**src/rtl/ping_pong_ctrl_n.sv**
```systemverilog
// North ping-pong buffer sequencer: fills one bank from the producer
// while the consumer drains the other, with a registered read stream.
module ping_pong_ctrl_n #(
  parameter int TOTAL_MODULES = 3,
  parameter int COL_X = 16,
  parameter int TOTAL_INPUT_W = 2,
  localparam int DEPTH = COL_X * TOTAL_INPUT_W,
  localparam int ADDR_WIDTH = $clog2(DEPTH),
  localparam int SLICE_W =
    (TOTAL_MODULES > 1) ? $clog2(TOTAL_MODULES) : 1
) (
  input  logic                  clk,
  input  logic                  rst_n,
  input  logic                  clear,
  input  logic                  in_valid,
  output logic                  in_ready,
  input  logic                  out_ready,
  output logic                  out_valid,
  output logic                  out_last,
  output logic                  out_bank_sel,
  output logic [SLICE_W-1:0]    slicing_idx,
  output logic                  bank0_ena,
  output logic                  bank0_wea,
  output logic [ADDR_WIDTH-1:0] bank0_addra,
  output logic                  bank1_ena,
  output logic                  bank1_wea,
  output logic [ADDR_WIDTH-1:0] bank1_addra,
  output logic [1:0]            bank_full,
  output logic                  frame_done
);

  typedef enum logic [1:0] {
    EMPTY, FILLING, FULL, DRAINING
  } bank_e;

  localparam logic [ADDR_WIDTH-1:0] LAST =
    ADDR_WIDTH'(DEPTH - 1);
  localparam logic [SLICE_W-1:0] SLICE_LAST =
    SLICE_W'(TOTAL_MODULES - 1);

  bank_e st_q [2];
  bank_e st_d [2];

  logic                  wr_bank_q, wr_bank_d;
  logic                  rd_bank_q, rd_bank_d;
  logic                  rd_exh_q, rd_exh_d;
  logic [ADDR_WIDTH-1:0] wr_addr_q, wr_addr_d;
  logic [ADDR_WIDTH-1:0] rd_addr_q, rd_addr_d;
  logic [SLICE_W-1:0]    slice_q, slice_d;
  logic                  ov_q, ov_d;
  logic                  ol_q, ol_d;
  logic                  sel_q, sel_d;

  logic wr_ok, rd_ok;
  logic wr_go, rd_go, rel;
  logic wr_last, rd_last;

  always_comb begin
    wr_ok = (st_q[wr_bank_q] == EMPTY) ||
            (st_q[wr_bank_q] == FILLING);
    rd_ok = (st_q[rd_bank_q] == FULL) ||
            (st_q[rd_bank_q] == DRAINING);
  end

  // in_ready depends on registered state only
  assign in_ready = rst_n & ~clear & wr_ok;
  assign wr_go    = in_valid & in_ready;
  assign rd_go    = rst_n & ~clear & rd_ok & ~rd_exh_q &
                    (~ov_q | out_ready);
  // release waits for consumption: a write_first
  // write would otherwise clobber the held douta
  assign rel      = ov_q & out_ready & ol_q;
  assign wr_last  = (wr_addr_q == LAST);
  assign rd_last  = (rd_addr_q == LAST);

  always_comb begin
    st_d[0]   = st_q[0];
    st_d[1]   = st_q[1];
    wr_bank_d = wr_bank_q;
    rd_bank_d = rd_bank_q;
    rd_exh_d  = rd_exh_q;
    wr_addr_d = wr_addr_q;
    rd_addr_d = rd_addr_q;
    slice_d   = slice_q;
    ov_d      = ov_q;
    ol_d      = ol_q;
    sel_d     = sel_q;

    if (wr_go) begin
      st_d[wr_bank_q] = wr_last ? FULL : FILLING;
      wr_addr_d = wr_last ? '0 : wr_addr_q + 1'b1;
      if (wr_last) begin
        wr_bank_d = ~wr_bank_q;
        slice_d = (slice_q == SLICE_LAST) ?
                  '0 : slice_q + 1'b1;
      end
    end

    if (rd_go) begin
      st_d[rd_bank_q] = DRAINING;
      rd_addr_d = rd_last ? '0 : rd_addr_q + 1'b1;
      rd_exh_d  = rd_last;
      ov_d      = 1'b1;
      ol_d      = rd_last;
      sel_d     = rd_bank_q;
    end else if (out_ready) begin
      ov_d = 1'b0;
      ol_d = 1'b0;
    end

    if (rel) begin
      st_d[rd_bank_q] = EMPTY;
      rd_bank_d = ~rd_bank_q;
      rd_addr_d = '0;
      rd_exh_d  = 1'b0;
    end
  end

  always_ff @(posedge clk or negedge rst_n) begin
    if (!rst_n) begin
      st_q[0]   <= EMPTY;
      st_q[1]   <= EMPTY;
      wr_bank_q <= 1'b0;
      rd_bank_q <= 1'b0;
      rd_exh_q  <= 1'b0;
      wr_addr_q <= '0;
      rd_addr_q <= '0;
      slice_q   <= '0;
      ov_q      <= 1'b0;
      ol_q      <= 1'b0;
      sel_q     <= 1'b0;
    end else if (clear) begin
      st_q[0]   <= EMPTY;
      st_q[1]   <= EMPTY;
      wr_bank_q <= 1'b0;
      rd_bank_q <= 1'b0;
      rd_exh_q  <= 1'b0;
      wr_addr_q <= '0;
      rd_addr_q <= '0;
      slice_q   <= '0;
      ov_q      <= 1'b0;
      ol_q      <= 1'b0;
      sel_q     <= 1'b0;
    end else begin
      st_q[0]   <= st_d[0];
      st_q[1]   <= st_d[1];
      wr_bank_q <= wr_bank_d;
      rd_bank_q <= rd_bank_d;
      rd_exh_q  <= rd_exh_d;
      wr_addr_q <= wr_addr_d;
      rd_addr_q <= rd_addr_d;
      slice_q   <= slice_d;
      ov_q      <= ov_d;
      ol_q      <= ol_d;
      sel_q     <= sel_d;
    end
  end

  always_comb begin
    bank0_ena   = 1'b0;
    bank0_wea   = 1'b0;
    bank0_addra = '0;
    bank1_ena   = 1'b0;
    bank1_wea   = 1'b0;
    bank1_addra = '0;
    unique case (1'b1)
      wr_go & ~wr_bank_q: begin
        bank0_ena   = 1'b1;
        bank0_wea   = 1'b1;
        bank0_addra = wr_addr_q;
      end
      wr_go & wr_bank_q: begin
        bank1_ena   = 1'b1;
        bank1_wea   = 1'b1;
        bank1_addra = wr_addr_q;
      end
      default: ;
    endcase
    // wr and rd never target the same bank
    unique case (1'b1)
      rd_go & ~rd_bank_q: begin
        bank0_ena   = 1'b1;
        bank0_addra = rd_addr_q;
      end
      rd_go & rd_bank_q: begin
        bank1_ena   = 1'b1;
        bank1_addra = rd_addr_q;
      end
      default: ;
    endcase
  end

  assign out_valid    = ov_q;
  assign out_last     = ol_q;
  assign out_bank_sel = sel_q;
  assign slicing_idx  = slice_q;
  assign frame_done   = rel;
  assign bank_full[0] = (st_q[0] == FULL) || (st_q[0] == DRAINING);
  assign bank_full[1] = (st_q[1] == FULL) || (st_q[1] == DRAINING);

  a_rd_bank_no_write: assert property (
    @(posedge clk) disable iff (!rst_n)
    ov_q |-> !(rd_bank_q ? (bank1_ena & bank1_wea)
                         : (bank0_ena & bank0_wea)));

  a_one_bank_written: assert property (
    @(posedge clk) disable iff (!rst_n)
    !(bank0_wea & bank1_wea));

endmodule

```
**config.mk**
```make
export PLATFORM = sky130hd
export DESIGN_NAME = ping_pong_ctrl_n
export DESIGN_NICKNAME = d
export VERILOG_FILES = /design/src/rtl/ping_pong_ctrl_n.sv
export SDC_FILE = /design/constraint.sdc
export NUM_CORES = 1
export LEC_CHECK = 0
export CORE_MARGIN = 2
export CORE_UTILIZATION = 50
export DETAILED_ROUTE_END_ITERATION = 10
export GPL_ROUTABILITY_DRIVEN = 1
export PLACE_DENSITY = 0.79
export SLEW_MARGIN = 20
export SYNTH_ARGS = -nofsm -noshare
export SYNTH_HDL_FRONTEND = slang
export SYNTH_SLANG_ARGS = --single-unit
```
**constraint.sdc**
```tcl
create_clock -name clk -period 2.53 [get_ports clk]
set_input_delay 0.6325 -clock clk [delete_from_list [all_inputs] [get_ports clk]]
set_output_delay 0.6325 -clock clk [all_outputs]
set_load 0.05 [all_outputs]
```
==> results.json <==
{
  "outcome": "finished clean",
  "antenna_cells": 0,
  "grt_max_degree": 14,
  "fin_nets": 195,
  "worstPathRequired_ns": 1.90,
  "antenna_found_initial": 0,
  "numCtsBuffers": 3,
  "final_cell_mix": "24 x buf_4, 19 x dfrtp_1, 16 x buf_12",
  "syn_avg_cell_area_um2": 9.59,
  "cp-end-kind": "output pin",
  "p_total_mw": 0.562,
  "num_io_pins": 28,
  "synth-compound-area-share_pct": 18.8,
  "critPathLaunchType": "flip-flop",
  "path_cells": "or3b_4 > nor4_4 > buf_6 > a22o_1 > buf_12",
  "cts.sinks": 20,
  "yosysTopAreaCellShare_pct": 37.8,
  "cts-hold-fix-buffers": 0,
  "setup_tns_ns": 0,
  "synthArstFlopShare_pct": 100,
  "synthTopCellsByArea": "dfrtp_1 38%, a22o_1 6.6%, ha_1 4.7%",
  "grt_pass1_vias": 1300,
  "syn_inst": 138,
  "fin_worst_skew_ns": 0.00432,
  "max_cap_viol_count": 0,
  "cts_tree": "done",
  "clock.fmax_ghz": 0.401,
  "drt_drc_violations_left": 0,
  "routed_via_density": 6.13,
  "grt_usage_pct": 23.9,
  "pre_cts_ws_ns": -0.426,
  "synth_edf_count": 0,
  "critPathMaxStageDelay_ns": 0.43,
  "cts_max_level": 1,
  "cp.depth": 5,
  "placement_rows": 18,
  "setup_ws_ns": 0.0354,
  "final_cells": 213,
  "cp_slowest_cell": "dfrtp_1",
  "die_w_um": 55.5,
  "ir_worst_vdd_mv": 0.309,
  "core-area_um2": 2500,
  "clkLatencyLatePin_ns": 0.31,
  "synth_cell_types": 44,
  "globalplace.congestion": 0.844,
  "worst-r2r-cell-count": 5,
  "hp-class": "input pin to async pin",
  "drive_above_1_share_pct": 34.4,
  "path_buf_inv": 2,
  "top_layer_used": "met4",
  "r2r_end": "wr_addr_q[0]",
  "dr_wl_met2_mm": 1.87,
  "wl_met3_um": 182,
  "dp_hpwl_mm": 2.67,
  "cts_root_buf": "clkbuf_4",
  "synth_largest_area_cell": "dfrtp_1",
  "cp_max_fo": 7,
  "start_util_pct": 53.0,
  "path_class": "flip-flop to output pin",
  "syn_nets": 148,
  "crit_family": "simple AND/OR/NAND/NOR gates",
  "fin_util_pct": 80.0,
  "synthToLayoutAreaGrowth_pct": 51.1,
  "worst_slew_pin_slew_ns": 0.496,
  "syn_area_um2": 1320,
  "fin_crit_ns": 2.49,
  "setup.worst_path.start": "rd_exh_q",
  "wl_per_cell_um": 17.1,
  "die_y_um": 55.5,
  "wl_met1_mm": 1.46,
  "layout_commonest_cell": "buf_4",
  "ys_warn_count": 0,
  "synth_top_family_by_area": "simple AND/OR/NAND/NOR gates",
  "cts.clk_slew.worst_paths_ns": 0.12,
  "synth_xor_area_share_pct": 0.662,
  "synthAdderAreaFrac_pct": 4.73,
  "overflow": 0,
  "rsz0062_at_grt": "true",
  "wirelength_mm": 3.65,
  "drt-pass1-iter-count": 4,
  "ys_seq_area_share_pct": 37.8,
  "rrSetupSlack_ns": 0.55,
  "arrival_ns": 1.86,
  "reg2reg_from": "wr_addr_q[0]",
  "first_iter_violations": 54,
  "routed-via-count": 1305,
  "yosys.area_share.simple_pct": 28.1,
  "grt_first_pass_wirelength_mm": 5.94,
  "final_hold_viol_count": 0,
  "synth_seq_cells": 20,
  "cts_buffer_depth": 2,
  "power.leakage_nw": 0.857,
  "dp_cells": 203,
  "design.die.area_um2": 3080,
  "ys.flop_type": "dfrtp_1",
  "drv_slew": 0,
  "slew_headroom_pct": 66.8,
  "power-per-cell-area_nw_per_um2": 281,
  "io_buffers": 27,
  "period_share_pct": 98.6,
  "synth_mux_area_share_pct": 6.05,
  "finalSetupViolCount": 0,
  "ant_nets": 0
}
## through the flow
| stage | instance area (µm²) | hold slack (ns) |
|---|---|---|
| 3_5_place_dp | 1910 | 0.550 |
| 5_1_grt | 2000 | 0.210 |
| 6_report | 2000 | 0.203 |
| 3_3_place_gp | 1910 | 0.525 |
| 2_1_floorplan | 1360 | 0.337 |
| 4_1_cts | 1960 | 0.224 |
## worst max-delay path by stage
stage / slack, ns / endpoint
after floorplan: -0.16 / bank0_addra[0]
after global placement: -0.41 / bank0_addra[0]
after detailed placement: -0.43 / bank0_addra[0]
after CTS: 0.0005 / bank1_addra[4]
after global routing: -0.009 / bank0_addra[0]
final: 0.04 / bank0_addra[0]
## kinds of logic (layout without fill, tap and decap cells)
family	after synthesis	in the layout
buf+inv	11	56
simple gates	59	59
flops	20	20
fa+ha+maj	5	5
xor+xnor	1	1
compound gates	35	35
mux	7	7
## cells in the mapped netlist (2+ instances only)
cell type   n
a22o_1     10
nor2b_1     2
or4_1       4
and3_1      4
nor4_1      3
nand3_1     3
nand3b_1    2
nor2_1      8
ha_1        5
nor3b_1     2
clkbuf_1    6
o22ai_1     3
a31oi_1     5
nand2_1     8
nand2b_1    8
buf_2       2
nor3_2      2
dfrtp_1    20
o31ai_1     2
a21oi_1     6
o21ai_0     4
nor3_1      2
nand4_1     3
mux2i_1     4
## registers in the layout (all words and copies together) (netlist names)
name          flops
rd_bank_q         1
out_bank_sel      1
wr_addr_q         5
rd_exh_q          1
slicing_idx       2
out_last          1
st_q              2
wr_bank_q         1
out_valid         1
rd_addr_q         5
## layer usage
metal  up-vias  GRT usage (%)
li1        620              -
met1       624           29.8
met2        45           39.8
met3        16           4.22
met4         0           11.5
met5         -              0
## where the power goes
| group | internal [mW] | total, mW | leakage [nW] | switching [mW] |
|---|---|---|---|---|
| Clock | 0.0558 | 0.161 | 0.0138 | 0.105 |
| Combinational | 0.0378 | 0.0787 | 0.566 | 0.0409 |
| Sequential | 0.320 | 0.322 | 0.277 | 0.00196 |
## area by class of cell
type	count	area, µm²
multi-input cells	107	813
repair buffers	52	622
flip-flops and latches	20	502
fillers	160	499
well taps	30	37.5
clock buffers	3	22.5
inverters	1	3.75
## worst reg2reg max path: stages, from the launching register on
cell and delay, ns:
dfrtp_1 0.48, ha_1 0.26, and3_1 0.22, ha_1 0.27
or4_1 0.54, a21oi_1 0.15
## what timing repair did
action,in CTS,in global routing
resized for setup,15,7
pin swaps,6,5
setup endpoints to repair,14,10
setup buffers,3,4
endpoints found under the hold margin,0,0
Power figures use the tool's default switching activity.
